--- config.mk ---
export PLATFORM = sky130hd
export DESIGN_NAME = uart_tx_serializer
export DESIGN_NICKNAME = d
export VERILOG_FILES = /design/src/rtl/uart_tx_serializer.sv
export SDC_FILE = /design/constraint.sdc
export NUM_CORES = 1
export LEC_CHECK = 0
export ABC_AREA = 1
export CORE_MARGIN = 2
export CORE_UTILIZATION = 39
export DETAILED_ROUTE_END_ITERATION = 10
export SLEW_MARGIN = 20
export SYNTH_ARGS = -nofsm -noshare
export SYNTH_HDL_FRONTEND = slang
export SYNTH_SLANG_ARGS = --single-unit
--- constraint.sdc ---
create_clock -name CLK -period 1.5 [get_ports CLK]
set_input_delay 0.15 -clock CLK [delete_from_list [all_inputs] [get_ports CLK]]
set_output_delay 0.15 -clock CLK [all_outputs]
set_load 0.01 [all_outputs]
--- src/rtl/uart_tx_serializer.sv ---
// uart_tx_serializer: UART transmitter, LSB-first frame of start, data, optional parity and stop bits.
// Define UART_TX_STOP2_EN to emit two stop bits instead of one.
module uart_tx_serializer #(
  parameter int DATA_WIDTH     = 8,
  parameter int PRESCALE_WIDTH = 5
) (
  input  logic                      CLK,
  input  logic                      Reset,
  input  logic [PRESCALE_WIDTH-1:0] Prescale,
  input  logic [DATA_WIDTH-1:0]     P_DATA,
  input  logic                      Data_Valid,
  input  logic                      PAR_EN,
  input  logic                      PAR_TYP,
  output logic                      TX_OUT,
  output logic                      Busy
);
  localparam int IW = $clog2(DATA_WIDTH);
  typedef enum logic [2:0] {IDLE, START, DATA, PARITY, STOP} state_t;
  state_t                    state;
  logic [PRESCALE_WIDTH-1:0] cnt, ep;
  logic [IW-1:0]             idx;
  logic [DATA_WIDTH-1:0]     sh;
  logic                      par_en_q, par_bit;
  logic                      wrap;
`ifdef UART_TX_STOP2_EN
  logic                      stop_q;
`endif
  assign wrap = cnt == ep - PRESCALE_WIDTH'(1);
  // TX_OUT is registered, so each transition loads the level of the bit being entered
  always_ff @(posedge CLK or negedge Reset)
    if (!Reset) begin
      state    <= IDLE;
      cnt      <= '0;
      ep       <= PRESCALE_WIDTH'(4);
      idx      <= '0;
      sh       <= '0;
      par_en_q <= 1'b0;
      par_bit  <= 1'b0;
      TX_OUT   <= 1'b1;
      Busy     <= 1'b0;
`ifdef UART_TX_STOP2_EN
      stop_q   <= 1'b0;
`endif
    end else begin
      cnt <= (state == IDLE || wrap) ? '0 : cnt + 1'b1;
      case (state)
        IDLE: begin
          TX_OUT <= 1'b1;
          Busy   <= 1'b0;
          if (Data_Valid) begin
            state    <= START;
            TX_OUT   <= 1'b0;
            Busy     <= 1'b1;
            sh       <= P_DATA;
            par_en_q <= PAR_EN;
            par_bit  <= ^P_DATA ^ PAR_TYP;
            ep       <= (Prescale < PRESCALE_WIDTH'(4)) ? PRESCALE_WIDTH'(4) : Prescale;
`ifdef UART_TX_STOP2_EN
            stop_q   <= 1'b0;
`endif
          end
        end
        START:
          if (wrap) begin
            state  <= DATA;
            TX_OUT <= sh[0];
            idx    <= '0;
          end
        DATA:
          if (wrap) begin
            sh  <= sh >> 1;
            idx <= idx + 1'b1;
            if (idx == IW'(DATA_WIDTH - 1)) begin
              state  <= par_en_q ? PARITY : STOP;
              TX_OUT <= par_en_q ? par_bit : 1'b1;
            end else
              TX_OUT <= sh[1];
          end
        PARITY:
          if (wrap) begin
            state  <= STOP;
            TX_OUT <= 1'b1;
          end
        STOP:
          if (wrap) begin
`ifdef UART_TX_STOP2_EN
            if (!stop_q)
              stop_q <= 1'b1;
            else begin
              state <= IDLE;
              Busy  <= 1'b0;
            end
`else
            state <= IDLE;
            Busy  <= 1'b0;
`endif
          end
        default: state <= IDLE;
      endcase
    end
endmodule

# Word level (Yosys, flattened, before mapping)
# Cells that the tools add are included.
[op_classes]
n_addsub = 3
magnitude_cmp = 1
n_eq_ne = 12
muxes = 25
bitwise = 1
reduce_logical = 13
[ops]
columns = ["operator", "count"]
rows = [
  ["$mux 3", 8],
  ["$mux 8", 2],
  ["$pmux 8 s2", 1],
  ["$pmux 3 s5", 1],
  ["$ne 2x2->1 const B", 6],
  ["$mux 5", 2],
  ["$mux 1", 8],
  ["$reduce_xor 8->1", 1],
  ["$eq 3x2->1 const B", 2],
  ["$eq 3x3->1 const B", 2],
  ["$pmux 3 s2", 1],
  ["$reduce_and 3->1", 2],
  ["$reduce_and 6->1", 1],
  ["$reduce_bool 2->1", 3],
  ["$add 5x1->5 const B", 1],
  ["$eq 5x5->1", 1],
  ["$lt 5x3->1 const B", 1],
  ["$sub 5x1->5 const B", 1],
  ["$pmux 1 s4", 1],
  ["$reduce_and 2->1", 2],
  ["$reduce_and 4->1", 1],
  ["$reduce_bool 4->1", 1],
  ["$add 3x1->3 const B", 1],
  ["$eq 3x1->1 const B", 1],
  ["4 further kinds", 4],
]
[totals]
regBits = 28
inputBits = 18
output_inout_bits = 2

# Longest topological paths before layout
# Gate-level depths: netlist (run 1).
[logic_depth]
depth_word = 4
ltp_mapped = 12
ltp_nobuf = 12

# Least setup slack after synthesis (run 1)
# No wires, ideal clock.
[synth_timing]
path_type = "reg-to-reg"
from = "reg ep[0]"
to = "reg state[0]"
setup_ns = 0.117
arrival_ns = 1.498
required_ns = 1.383
path_slack_ns = -0.116
stages_incl_launch_ff = 13
period_less_slack_ns = 1.616
cell_sequence = "dfrtp_1 inv_2 ha_1 nand2_1 inv_1 nor2_1 nand2_1 nor2_4 nand3_4 nand3_2 nand2_1 nand2_1 nand2_1"
[synth_via]
elab_chain_len = 4
word_cells_on_any_way = 7
[synth_rtl]
columns = ["element", "line_no", "rtl"]
rows = [
  ["from (decl)", "20", "logic [PRESCALE_WIDTH-1:0] cnt, ep;"],
  ["from (signal assigned)", "57", "ep <= (Prescale < PRESCALE_WIDTH'(4)) ? PRESCALE_WIDTH'(4) : Prescale;"],
  ["$sub 5x1->5 *", "28", "assign wrap = cnt == ep - PRESCALE_WIDTH'(1);"],
  ["$eq 5x5->1 *", "28", ""],
  ["$ne 2x2->1 (no source line)", "n/a", ""],
  ["$reduce_and 6->1 (no source line) *", "n/a", ""],
  ["to (signal assigned)", "74", "state <= par_en_q ? PARITY : STOP;"],
  ["to (decl)", "19", "state_t state;"],
]
# Mark *: on every way between the ends. The rest lies on a longest branch, timed or not.
# A chain may end at the register's enable or synchronous reset.

# Worst setup path after layout (run 1)
[layout_timing]
from = "reg ep[1]"
to = "reg cnt[2]"
[layout_via]
elab_chain_len = 4
[layout_rtl]
columns = ["element", "line_no", "rtl"]
rows = [
  ["$sub 5x1->5", "28", ""],
  ["$eq 5x5->1", "28", ""],
  ["$logic_or 1x1->1", "45", "cnt <= (state == IDLE || wrap) ? '0 : cnt + 1'b1;"],
  ["$mux 5", "45", ""],
  ["to (signal assigned)", "45", ""],
  ["to (decl)", "20", ""],
]
# Every way passes these cells.

==> run summary, run 1 <==
VDD sags by at most 0.766 mV. The clock group share of total power came out at 11.0%. The delay of the slowest cell on the worst path is 0.40 ns.

By area the synthesized netlist is led by dfrtp_1, nand2_1, nand3_1, inv_1, nor2_1. The most used flip-flop cell after synthesis is dfrtp_1. Among all cell types in the netlist, the one instantiated most often is nand2_1. The tool flagged a number of max-cap violations equal to 0. The type of the worst setup path is register to register.

Setup repair after global routing could not meet its margin everywhere. The worst setup path is launched from a register. In the final routed layout, each cell accounts on average for 11.8 um. The count of antenna diodes in the layout is 0. In this run, synthesis produced a sequential element count of 28. The number of hold buffers added after CTS came out at 0. The I/O pin count came out at 20. The library cell with the largest summed area after synthesis is dfrtp_1. The highest clock rate came out at 594 MHz.

The total DRC errors in the routed layout came out at 0. The power density over cell area came out at 1900 nW/um^2. The final hold violation count is 0. Once the floorplan was initialized, standard cells occupied 40.3% of the core. For this run, the detailed router's first-pass iteration total came to 4.

The initial antenna violation count is 0. The sequential-to-total area share from yosys stat is 40.1%. Ranked by instance count, the synthesized netlist is headed by nand2_1, nand3_1, dfrtp_1. The Yosys warning count came out at 0. The final global-route overflow total came out at 0. The internal power of the cells totals 2.35 mW. Cells with a size suffix above 1 make up 24.6% of the layout. The reg-to-reg startpoint is ep[1].

The number of failing setup endpoints in the final timing report is 21. At the later pin of the worst-skew pair, clock insertion delay measures 0.28 ns. The reported leakage power came out at 1.13 nW. The run finished, with violations left. The post-synthesis area per instance is 7.46 um^2.

The count of unique library cells instantiated by Yosys came out at 31. The pin count of the biggest net entering global routing came out at 29. The clock skew after layout came out at 0.00949 ns.

The placeable core region is 4350 um^2. Buffers inserted during clock tree synthesis total 3. The number of design-rule violations left by the first detailed-router iteration is 85.

Measured against its own limit, the worst slew margin works out to 75.2%. Among cell families on the critical path, the largest total delay comes from simple AND/OR/NAND/NOR gates. The number of nets in the synthesized netlist is 257. The number of global-route vias before repair is 1,511. The endpoint identified for the worst register-to-register timing path is cnt[2]. The synthesized design contains 0 enable-type register cells.

At the pin with the least slew margin, the transition time is 0.372 ns. After the last flow step, the layout net total stands at 291. The clock period minus final worst setup slack came out at 1.68 ns. The top cell type by area accounts for 37.1% of the synthesized area.

The portion of the clock cycle consumed by the worst path in the final layout came out at 112%. The combinational cell fraction of total power came out at 58.5%. The largest individual stage delay along the critical path comes from the cell dfrtp_1. The horizontal die dimension came out at 71.1 um. The post-synthesis cell count came out at 235.

TritonCTS built the clock tree. The post-synth design cell area came out at 1750 um^2. The fill cell instance count of the final layout came out at 423. The switching power total is 1.96 mW. The die height came out at 71.1 um. Net switching is 45.4% of the power. Wires add up to 3780 um. The via total after detailed routing is 1,535. The final reports fail on negative setup slack.

The fraction of power consumed by sequential logic is 30.5%. The number of pins exceeding their max-slew limit in the final report is 0. The site row count came out at 24. The signal on the critical path passes through inv_2 > ha_4 > nand2_2 > inv_2 > nor2_2 > nand2_2 > nor2_4 > nand3_4 > nand2_4 > buf_12 > nor3b_2. Across all register-to-register paths, the minimum setup slack is -0.18 ns. The path type of the worst min-delay path is input port to asynchronous set/reset pin.

The async set-or-reset flop fraction in the synthesized netlist is 100%. The longest clock path from root to sink contains 2 buffers. STA puts the critical path data required time at 1.68 ns. The global-route wire length before repair came out at 6920 um. The post-layout worst setup margin is -0.184 ns. CTS placed an instance of clkbuf_8 at the clock tree root.

Port buffering added 19 buffers. The layout-stage area growth over the synthesis result is 29.4%. The deepest level of the CTS H-tree is 1. The critical-path maximum fanout came out at 6. Global routing used 16.7% of the available tracks. In the final timing run, aggregate negative setup slack is -2.98 ns.

After clock tree synthesis, the clock-pin slew on the worst setup and hold paths is 0.10 ns. The die outline area came out at 5050 um^2. At the end of routability-driven placement, the weighted congestion stood at 0.809. The buffer and inverter count on the worst path came out at 3. The half-perimeter wire length of the detailed placement result is 2790 um. The total power is 4.31 mW. The remaining antenna violation count after routing came out at 0. The nature of the critical path endpoint is a register.

The count of cells along the worst register-to-register path is 11. The number of clock sinks is 28. Dividing the detail-routed via count by the number of cells gives 4.80.

STA puts the critical path data arrival time at 1.86 ns.
stage by stage:
| step | hold slack [ns] | utilization, % | setup slack (ns) | std cells | instance area, um^2 |
|---|---|---|---|---|---|
| final | 0.243 | 52.1 | -0.184 | 320 | 2270 |
| after global routing | 0.285 | 52.1 | -0.267 | 320 | 2270 |
| after CTS | 0.265 | 49.9 | -0.133 | 318 | 2170 |
| after detailed placement | 0.459 | 47.6 | -0.124 | 314 | 2070 |
| after global placement | 0.463 | 47.6 | -0.0888 | 314 | 2070 |
| after floorplan | -0.146 | - | -0.0602 | 235 | 1770 |
power by group through the flow:
| stage | Combinational, mW | Clock (mW) | Sequential (mW) |
|---|---|---|---|
| 2_1_floorplan | 1.60 | 0 | 1.32 |
| 3_3_place_gp | 2.15 | 0 | 1.32 |
| 3_5_place_dp | 2.17 | 0 | 1.32 |
| 4_1_cts | 2.26 | 0.489 | 1.31 |
| 5_1_grt | 2.85 | 0.516 | 1.36 |
| 6_report | 2.52 | 0.474 | 1.32 |
repair_timing:
item,in CTS,in global routing
resized for setup,11,19
setup buffers,0,2
pin swaps,4,14
setup endpoints to repair,21,24
gates cloned,0,0
flip-flops by register name, summed over array words and instances (netlist names):
| register | flops |
|---|---|
| idx | 3 |
| cnt | 5 |
| par_en_q | 1 |
| state | 3 |
| Busy | 1 |
| TX_OUT | 1 |
| par_bit | 1 |
| sh | 8 |
| ep | 5 |
cells in the final DEF, fill, tap and decap left out, types with 6 or more instances in the layout:
cell type,netlist,routed
nand2_2,4,6
inv_2,7,8
nor2_2,2,7
o21ai_0,11,7
clkdlybuf4s50_1,0,18
nor2_1,18,13
nand3_1,28,20
buf_4,0,11
dfrtp_1,26,26
nand3_2,1,8
nand2_1,75,71
inv_1,25,23
layer usage:
| metal | global-route usage (%) | wire length, um | part of all wire [%] | up-vias |
|---|---|---|---|---|
| met2 | 24.9 | 1700 | 45 | 30 |
| met3 | 3.28 | 121 | 3.2 | 6 |
| li1 | - | - | - | 808 |
| met5 | 0 | 0 | 0 | - |
| met1 | 25.2 | 1900 | 50 | 691 |
| met4 | 3.56 | 59 | 1.6 | 0 |
cells by family after synthesis:
family	share of synthesized area [%]
and+or+nand+nor	37.5
xor gates and xnor gates	3.50
AOI/OAI and AO/OA	7.35
DFF	40.1
adders and majority gates	2.85
buffers and inverters	8.70
worst max-delay path by stage:
stage | start | cells past startpoint | to
global route | ep[1] | 12 | state[0]
detailed placement | ep[1] | 12 | state[1]
finish | ep[1] | 11 | cnt[2]
global placement | ep[1] | 12 | state[1]
CTS | ep[0] | 10 | idx[1]
floorplan | ep[0] | 12 | state[0]
final cells by class:
class | count | area (um^2) | share of cell area [%]
inverters | 34 | 133 | 5.84
flip-flops and latches | 28 | 703 | 31.0
clock buffers | 4 | 55.1 | 2.43
well taps | 52 | 65.1 | 2.87
multi-input cells | 171 | 1020 | 44.9
repair buffers | 31 | 295 | 13.0
(Power assumes the default switching activity.)
==> run 2: changes to the inputs <==
Settings changed: CTS_BUF_LIST from default to sky130_fd_sc_hd__clkbuf_16.
==> run 2 against run 1 <==
Net effect: the flow still finishes with violations (negative setup slack); clock skew decreased by 0.0039 ns; sequential share of layout area fell by 0.25 points; core utilization increased by 0.43 points; combinational power hardly changed; setup slack got worse by 0.015 ns; sequential power is essentially flat; critical endpoint unchanged; register-to-register slack worse by 0.02 ns.
==> run summary, run 2 (synthesis results as in run 1) <==
Traced cell by cell, the critical path runs through inv_2 > ha_4 > nand2_2 > inv_2 > nor2_2 > nand2_2 > nor2_4 > nand3_4 > nand2_4 > buf_12 > nor3b_2. The slack of the worst reg-to-reg path is -0.20 ns (-0.02 ns). The share of final-layout standard cells stronger than drive strength 1 came to 24.3% (-0.37 points).

The fraction of power consumed by sequential logic is 29.6% (-0.9 points). The placeable core region came out at 4350 um^2 (unchanged). The clock tree from TritonCTS is yes. The via total after detailed routing came out at 1,525 (-0.65%). The final cell area excluding filler cells came to 2290 um^2 (+0.83%). The reported leakage power came out at 1.13 nW (-0.21%). Setup repair after global routing could not meet its margin everywhere. The count of buffers inserted at the top-level ports came out at 19 (unchanged). The run finished, with violations left. The post-layout worst setup margin is -0.199 ns (-0.0153 ns). The worst IR drop on VDD is 0.839 mV (+9.6%). The buffer cell driving the clock tree root is clkbuf_16. The number of buffers inserted during clock tree synthesis came out at 3 (unchanged).

The count of cells along the worst register-to-register path came to 11 (unchanged). The nature of the critical path endpoint is a register. The checks that failed: negative setup slack.

The final hold violation count is 0 (unchanged). The largest registers in the layout are sh (8), cnt (5), ep (5). The total routing usage reported by global routing is 16.9% (+0.18 points).

The flip-flop count of the largest register after layout is 8 (unchanged). The number of clock sinks was 28 (unchanged). Following the worst setup path forward leads to its endpoint at cnt[2]. The instance area after placement is 2070 um^2 (unchanged). The total DRC errors in the routed layout is 0 (unchanged). The total power is 4.46 mW (+3.4%). The post-detailed-routing wire length is 3870 um (+2.3%).

The half-perimeter wire length of the detailed placement result is 2790 um (unchanged). The pre-CTS worst setup slack is -0.124 ns (unchanged). The number of global-route vias before repair is 1,537 (+1.7%). The filler-free cell count of the finished design is 320 (unchanged). The number of pins exceeding their max-slew limit in the final report came out at 0 (unchanged). The final global-route overflow total came out at 0 (unchanged).

The horizontal die dimension came to 71.1 um (unchanged). The actual transition at the worst max-transition pin came to 0.373 ns (+0.00127 ns). The buffer and inverter count on the worst path came out at 3 (unchanged). The register with the most flip-flops is sh. The site row count is 24 (unchanged).

The global-route wire length before repair is 6940 um (+0.30%). The layout net count was 291 (unchanged). The critical-path maximum fanout is 6 (unchanged). The most frequent standard cell in the layout excluding fill and tap cells is nand2_1. The count of antenna diodes in the layout came out at 0 (unchanged). The remaining antenna violation count after routing came out at 0 (unchanged). The power density over cell area came out at 1950 nW/um^2 (+2.6%).

The critical path data arrival time came out at 1.86 ns (about the same). The capture instance of the worst register-to-register path is cnt[2]. The number of failing setup endpoints in the final timing report came out at 21 (unchanged). The layout-stage area growth over the synthesis result is 30.5%. The number of design-rule violations left by the first detailed-router iteration is 106 (+25%). The highest clock rate is 589 MHz (-0.90%). The global routing stage identified its most utilized layer as met2. The relative max-transition margin is 75.1% (-0.085 points). The count of maximum capacitance violations came to 0 (unchanged). The die outline area came to 5050 um^2 (unchanged). The iteration count of the initial detailed-routing pass came to 4 (unchanged). The per-cell routed wire length was 12.1 um (+2.3%). The switching share of power is 44.4% (-0.99 points). The global routing usage on met2 is 25.5% (+0.62 points). The global routing usage on met3 is 3.85% (+0.57 points). The worst setup path is of the register to register kind. The launching instance or port of the critical path is ep[1]. The clock skew after layout came to 0.00562 ns (-0.00386 ns). The cell depth of the worst setup path is 11 (unchanged). The internal power consumption is 2.48 mW (+5.3%).

The number of buffers between clock root and the deepest sink is 2 (unchanged). In this design, the largest share of critical-path delay is due to simple AND/OR/NAND/NOR gates. The weighted congestion reported at the end of routability-driven placement came out at 0.809 (unchanged). In the layout the commonest cells are nand2_1, dfrtp_1, inv_1. The pin count of the biggest net entering global routing is 29 (unchanged). The deepest level of the CTS H-tree came out at 1 (unchanged). The clock period minus final worst setup slack came to 1.70 ns (+0.0153 ns).

The effective utilization at floorplan is 40.3% (unchanged). The worst-path cell with the longest stage delay is dfrtp_1. The fill cell instance count of the final layout came out at 420 (-0.71%). The worst-skew pair later-pin latency came out at 0.26 ns (-0.02 ns).

The clock slew at the register clock pins of the worst setup and hold paths came out at 0.07 ns (-0.03 ns). The switching power total is 1.98 mW (+1.2%). The area taken by multi-input logic gates is 1020 um^2 (unchanged). The cell count after placement came out at 314 (unchanged). The register area is 703 um^2 (unchanged). The reg-to-reg startpoint is ep[1]. The worst setup path is launched from a register. The number of hold buffers added after CTS came out at 0 (unchanged).

The critical path data required time came out at 1.66 ns (-0.02 ns). The clock group share of total power is 13.7% (+2.7 points). The average vias per placed instance came out at 4.77 (-0.65%). The combinational cell fraction of total power is 56.8% (-1.7 points). In this run the worst hold path is classified as input port to asynchronous set/reset pin. The portion of the clock cycle consumed by the worst path in the final layout came out at 113% (+1.0 points). The met1 track demand over resource came out at 24.7% (-0.54 points). The I/O pin count is 20 (unchanged). The die height came to 71.1 um (unchanged).

The initial antenna violation count came to 0 (unchanged). The delay of the slowest cell on the worst path came to 0.39 ns (about the same).
-- run 2: cell types whose count changed in the layout (fill, tap and decap cells not counted) --
cell             previous run  this run
clkbuf_16                   0         3
clkbuf_8                    4         0
inv_2                       8         9
dlymetal6s2s_1              1         0
clkinv_1                    1         2
clkdlybuf4s50_1            18        19
inv_4                       2         1
-- run 2: how the worst min path moves through the flow --
stage	endpoint	slack [ns]	depth (start not counted)
floorplan	Busy	-0.15	0
global placement	TX_OUT	0.46	2
detailed placement	TX_OUT	0.46	2
CTS	cnt[2]	0.29	2
global route	cnt[2]	0.31	2
finish	cnt[2]	0.27	2
-- run 2: power groups by stage --
| stage | sequential, mW | combinational (mW) | clock, mW |
|---|---|---|---|
| after global placement | 1.32 | 2.15 | 0 |
| after detailed placement | 1.32 | 2.17 | 0 |
| after CTS | 1.31 | 2.27 | 0.630 |
| final | 1.32 | 2.53 | 0.609 |
| after floorplan | 1.32 | 1.60 | 0 |
| after global routing | 1.36 | 2.85 | 0.656 |
-- run 2: cell type report --
type,instances,share of cell area (%)
Multi-Input combinational cell,171,44.5
Sequential cell,28,30.7
Timing Repair Buffer,31,12.8
Inverter,34,5.69
Clock buffer,3,3.28
Tap cell,52,2.84
Clock inverter,1,0.164
-- run 2: routing by layer --
metal / vias up / wire [um] / part of all wire, %
met1: 692 / 1920 / 50
li1: 811 / - / -
met4: 0 / 17 / 0.44
met5: - / 0 / 0
met2: 20 / 1820 / 47
met3: 2 / 109 / 2.8
-- run 2: stage by stage --
stage | hold WS (ns) | TNS, ns | utilization [%]
floorplan | -0.146 | -0.164 | -
global placement | 0.463 | -0.988 | 47.6
detailed placement | 0.459 | -1.47 | 47.6
CTS | 0.287 | -1.67 | 50.5
global route | 0.315 | -4.89 | 52.6
finish | 0.268 | -3.12 | 52.6
-- run 2: what timing repair did --
| action | CTS | global route |
|---|---|---|
| setup buffers | 0 | 2 |
| gates resized for setup | 11 | 17 |
| cloned | 0 | 0 |
| endpoints found under the setup margin | 21 | 22 |
| pin swaps | 4 | 13 |
==> run 3: changes to the inputs <==
Settings changed: DONT_BUFFER_PORTS from default to 1.
==> run 3 against run 2 <==
Net effect: the flow still finishes with violations (negative setup slack); sequential cell count unchanged; worst hold slack got worse by 0.25 ns; global-route usage decreased by 0.69 points; total power increased by 3.5%; setup slack improved by 0.045 ns; core utilization decreased by 3.1 points; die area unchanged.
==> run summary, run 3 (synthesis results as in run 1) <==
The internal power consumption is 2.53 mW (+2.2%). The relative max-transition margin is 74.9% (-0.18 points). The total DRC errors in the routed layout is 0 (unchanged). The pre-CTS worst setup slack is -0.138 ns (-0.0137 ns). The count of maximum capacitance violations came to 0 (unchanged). The worst-path cell with the longest stage delay is dfrtp_1. The aggregate negative setup slack came out at -2.02 ns (+1.11 ns).

TritonCTS built the clock tree. The pin count of the biggest net entering global routing is 29 (unchanged). The weighted congestion reported at the end of routability-driven placement came out at 0.819 (+1.2%).

The number of global-route vias before repair came out at 1,350 (-12%). The switching share of power came to 45.1% (+0.67 points). The critical path data arrival time came out at 1.86 ns (about the same). Leaving out fill and tap cells, the most frequent cell in the layout is nand2_1. The buffer and inverter count on the worst path is 3 (unchanged). The clock period minus final worst setup slack is 1.65 ns (-0.0455 ns). The power density over cell area is 2140 nW/um^2 (+9.9%). The portion of the clock cycle consumed by the worst path in the final layout came out at 110% (-3.0 points).

The slack of the worst reg-to-reg path came out at -0.15 ns (+0.05 ns). The number of design-rule violations left by the first detailed-router iteration is 109 (+2.8%). The critical path data required time is 1.70 ns (+0.04 ns). The number of clock sinks is 28 (unchanged). The flow ran to the end, but the final reports show violations.

The path type of the worst min-delay path is input port to register. The switching power total came out at 2.08 mW (+5.0%). The final hold violation count came out at 0 (unchanged). The layout net count is 279 (-4.1%). The via total after detailed routing is 1,528 (+0.20%). The nature of the critical path endpoint is a register.

The effective utilization at floorplan is 40.3% (unchanged). The I/O pin count is 20 (unchanged). The flip-flop count of the largest register after layout is 8 (unchanged). The delay of the slowest cell on the worst path was 0.39 ns (about the same). The worst setup path is launched from a register. The site row count is 24 (unchanged). The final reports fail on negative setup slack.

The fraction of power consumed by sequential logic is 29.3% (-0.3 points). The placeable core region is 4350 um^2 (unchanged). The launching instance or port of the critical path is ep[1].

The number of buffers between clock root and the deepest sink came out at 2 (unchanged). The reported leakage power is 1.09 nW (-3.5%). Setup repair after global routing could not meet its margin everywhere. The critical-path maximum fanout came out at 5 (-1). The average vias per placed instance came out at 4.98 (+4.4%). The clock slew at the register clock pins of the worst setup and hold paths is 0.07 ns (about the same). The signal on the critical path passes through inv_2 > ha_4 > nand2_2 > inv_2 > nor2_4 > nand2_2 > nor2_4 > nand3_4 > nand3_4 > buf_4 > nand3_2 > nand2_1. The count of buffers inserted at the top-level ports is 0 (-19).

The reg-to-reg startpoint is ep[1]. The count of antenna diodes in the layout is 0 (unchanged). The cell count after placement came out at 292 (-7.0%). The clock group share of total power is 13.0% (-0.7 points). The final core utilization is 49.5% (-3.1 points). The startpoint identified for the worst hold timing path is PAR_EN. The filler-free cell count of the finished design came out at 307 (-4.1%). The number of failing setup endpoints in the final timing report came out at 21 (unchanged). The horizontal die dimension is 71.1 um (unchanged). The global-route wire length before repair is 6400 um (-7.8%).

The clock skew after layout is 0.00499 ns (-0.000638 ns). The final global-route overflow total came out at 0 (unchanged). The deepest level of the CTS H-tree was 1 (unchanged). The half-perimeter wire length of the detailed placement result is 2720 um (-2.7%). The initial antenna violation count is 0 (unchanged).

By startpoint and endpoint, the worst setup path is classified as register to register. The share of final-layout standard cells stronger than drive strength 1 is 28.2% (+4.0 points). The per-cell routed wire length is 12.7 um (+4.9%). The final-layout worst hold slack came out at 0.0163 ns (-0.251 ns). The actual transition at the worst max-transition pin is 0.373 ns (-0.000107 ns). Ranked by flip-flop count, first place goes to sh. The worst-skew pair later-pin latency was 0.26 ns (about the same).

The post-layout worst setup margin came out at -0.154 ns (+0.0455 ns). Leaving out fill and tap cells, the most frequent cells in the layout are nand2_1, dfrtp_1, inv_1. Compared with the post-synthesis result, the final layout area differs by 22.8%.

The die height is 71.1 um (unchanged). The kind of cell with the highest combined delay along the critical path is simple AND/OR/NAND/NOR gates. The post-detailed-routing wire length came out at 3900 um (+0.59%).

The remaining antenna violation count after routing came out at 0 (unchanged). The die outline area is 5050 um^2 (unchanged). The cell sitting at the root of the clock tree is a clkbuf_16. The iteration count of the initial detailed-routing pass came out at 4 (unchanged).

The largest registers in the layout are sh (8), cnt (5), ep (5). The worst IR drop on VDD is 0.879 mV (+4.7%). The number of buffers inserted during clock tree synthesis came out at 3 (unchanged). The highest clock rate came out at 605 MHz (+2.8%).

The number of pins exceeding their max-slew limit in the final report came out at 0 (unchanged). The total routing usage reported by global routing is 16.2% (-0.69 points). The combinational cell fraction of total power is 57.7% (+0.9 points).
-- run 3: cell count changes in the layout (fill, tap and decap cells not counted), moves of 2 or more --
cell             change
o21ai_2              -2
o21ai_1              +3
clkdlybuf4s50_1     -19
nand3_1              +2
buf_4                +5
nand2_1              -5
nand3_2              -2
nand2_4              +2
nand2_2              +4
-- run 3: power groups by stage --
| stage | clock network [mW] | registers (mW) | logic [mW] |
|---|---|---|---|
| after global routing | 0.647 | 1.40 | 2.98 |
| final | 0.600 | 1.35 | 2.66 |
| after CTS | 0.613 | 1.35 | 2.13 |
| after detailed placement | 0 | 1.36 | 2.00 |
| after floorplan | 0 | 1.32 | 1.60 |
| after global placement | 0 | 1.34 | 1.97 |
-- run 3: through the flow --
stage / instance area (um^2) / power, mW
3_3_place_gp: 1860 / 3.31
6_report: 2150 / 4.61
2_1_floorplan: 1770 / 2.92
4_1_cts: 2000 / 4.09
3_5_place_dp: 1860 / 3.35
5_1_grt: 2150 / 5.03
-- run 3: routing by layer --
layer	global-route usage [%]	wire (um)	share of wire, %	up-vias
met2	24.5	1830	47	24
met1	23.1	1870	48	708
met5	0	0	0	-
met3	3.70	134	3.4	7
li1	-	-	-	789
met4	5.03	66	1.7	0
-- run 3: worst paths after layout --
kind                            end  cells after the start
hold reg to reg             par_bit                      2
max in group asynchronous    TX_OUT                      2
min in group asynchronous    cnt[2]                      2
setup reg to reg           state[2]                     12
setup / recovery           state[2]                     12
hold / removal             par_en_q                      2
-- run 3: worst reg2reg max path, delay by kind of cell (launching register included) --
family                   cells  cell delay, ns
flip-flops                   1            0.39
adder cells (fa/ha/maj)      1            0.21
AND/OR/NAND/NOR              8            0.76
buffers and inverters        3            0.25
-- run 3: layout make-up --
type	count	area [um^2]
clock buffers	3	75.1
fillers	422	2200
inverters	34	133
multi-input cells	172	1030
flip-flops and latches	28	703
well taps	52	65.1
repair buffers	18	150
-- run 3: timing repair --
action,CTS,global route
hold endpoints to repair,28,0
hold buffers,2,0
gates resized for setup,7,25
buffers inserted,1,8
gates cloned,0,1
pin swaps,5,7
endpoints found under the setup margin,21,23
==> RTL edit (settings of run 2) <==
Re-encode `state_t` (5 states) as one-hot, 5 bits wide.
--- a/src/rtl/uart_tx_serializer.sv
+++ b/src/rtl/uart_tx_serializer.sv
@@ -17,3 +17,3 @@
   localparam int IW = $clog2(DATA_WIDTH);
-  typedef enum logic [2:0] {IDLE, START, DATA, PARITY, STOP} state_t;
+  typedef enum logic [4:0] {IDLE = 5'b00001, START = 5'b00010, DATA = 5'b00100, PARITY = 5'b01000, STOP = 5'b10000} state_t;
   state_t                    state;
Function: no difference found for any inputs over 10 cycles, from zero or initial values and one cycle with Reset low; not proved beyond that.
==> RTL edit against run 2 <==
  * The flow still finishes with violations (negative setup slack)
  * Die area increased by 3.4%
  * Sequential cell count increased by 2
  * Non-clock buffer count increased by 4
  * Critical path depth increased by 2
  * Routed wire length decreased by 4.6%
  * Synthesized cell count decreased by 3.0%
  * Power increased by 8.6%
  * Highest routed layer unchanged
  * Cell area increased by 4.7%
  * Area after synthesis increased by 3.6%
  * Setup slack improved by 0.079 ns
==> RTL edit: results (changes against run 2) <==
post-route setup slack -0.120 ns (+0.0794 ns); htree depth 2 (+1); fillers 422 (+0.48%); first-pass GRT wire length 6.56 mm (-5.5%); commonest cells in the netlist 70 x nand2_1, 27 x dfrtp_1, 25 x inv_1; syn nets 250 (-2.7%); worst reg2reg path depth 13 (+2); status finished with violations; CTS buffer count 5 (+2); register area share after synthesis 0.415 (+0.0144); post-synth cell types 28 (-9.7%); GRT Overall Usage 0.165 (-0.00370); Max FO, Critical Path 8 (+2); worst-case vdd ir drop 0.925 mV (+10%); clock-pin slew on the worst setup and hold paths 0.05 ns (-0.02 ns); Relative slew margins 0.743 (-0.00789); Mapped Avg Cell Area 7.97 µm² (+6.7%); placed cells 312 (-0.64%); clock skew 0.00408 ns (-0.00154 ns); largest cells by area after synthesis dfrtp_1 37%, nand2_1 14%, inv_1 5.2%; Detail Placement HPWL 2.76 mm (-1.0%); P_leak 0.00120 µW (+6.8%); DR iter-0 viols 43 (-59%); clk_lat worst skew 0.28 ns (+0.02 ns); pin count of the biggest net entering global routing 31 (+6.9%); failing checks negative setup slack; final setup fails 19 (-9.5%); layout cell share with drive strength beyond 1 0.256 (+0.0130)
[RTL edit: changes by cell type after synthesis, sizes merged, moves of 2 or more]
cell,before,now
a21oi,3,0
nand4,1,5
inv,33,30
mux2i,0,7
o31ai,2,0
nor3,2,0
o21ai,15,21
nand3,30,15
[RTL edit: what timing repair did]
action	in CTS	in global routing
buffers inserted	0	1
hold buffers	0	0
cloned	1	0
resized for setup	6	7
setup endpoints to repair	22	27
pin swaps	0	1
[RTL edit: worst max-delay path, delay by kind of cell, from the launching register on]
family | cells | cell delay (ns)
simple gates | 9 | 0.74
fa+ha+maj | 1 | 0.26
buf+inv | 2 | 0.09
flops | 1 | 0.37
compound gates | 1 | 0.05
[RTL edit: kinds of logic (layout without fill, tap and decap cells)]
group,after synthesis,in the layout,synth area share
XOR/XNOR,8,8,0.0386
flip-flops,30,30,0.415
multiplexers,7,7,0.0386
adder cells (fa/ha/maj),4,4,0.0275
buffers and inverters,32,73,0.0723
AND/OR/NAND/NOR,125,126,0.327
AO/OA/AOI/OAI,22,22,0.0806
[RTL edit: area by class of cell]
type / instances / share of cell area
Multi-Input combinational cell: 167 / 0.417
Sequential cell: 30 / 0.315
Timing Repair Buffer: 35 / 0.136
Clock inverter: 3 / 0.00522
Tap cell: 52 / 0.0272
Inverter: 30 / 0.0480
Clock buffer: 5 / 0.0522
[RTL edit: final timing paths]
check | start | endpoint | slack [ns]
worst min-delay path | Reset | sh[4] | 0.26
worst max-delay path | ep[0] | sh[6] | -0.12
max in group asynchronous | Reset | ep[2] | 0.92
worst max register to register | ep[0] | sh[6] | -0.12
worst min register to register | TX_OUT | TX_OUT | 0.47
min in group CLK | Prescale[3] | ep[3] | 0.45
[RTL edit: power by group through the flow]
stage	Combinational (µW)	Sequential, µW	Clock (µW)
2_1_floorplan	1700	1400	0
3_3_place_gp	2270	1420	0
5_1_grt	2820	1490	993
6_report	2470	1440	938
3_5_place_dp	2310	1430	0
4_1_cts	2420	1430	960
[RTL edit: layer usage]
layer,vias up,track usage,part of all wire
met2,17,0.256,0.48
met4,0,0.0566,0.012
li1,805,-,-
met1,710,0.217,0.48
met3,6,0.0542,0.034
met5,-,0,0
[RTL edit: through the flow]
stage                     area (µm²)  setup WS (ns)  setup TNS, ns
after global routing            2400         -0.248          -4.79
after CTS                       2360         -0.127          -1.72
after detailed placement        2190         -0.161          -1.94
after global placement          2190         -0.121          -1.44
final                           2400         -0.120          -1.48
after floorplan                 1830        -0.0830         -0.362
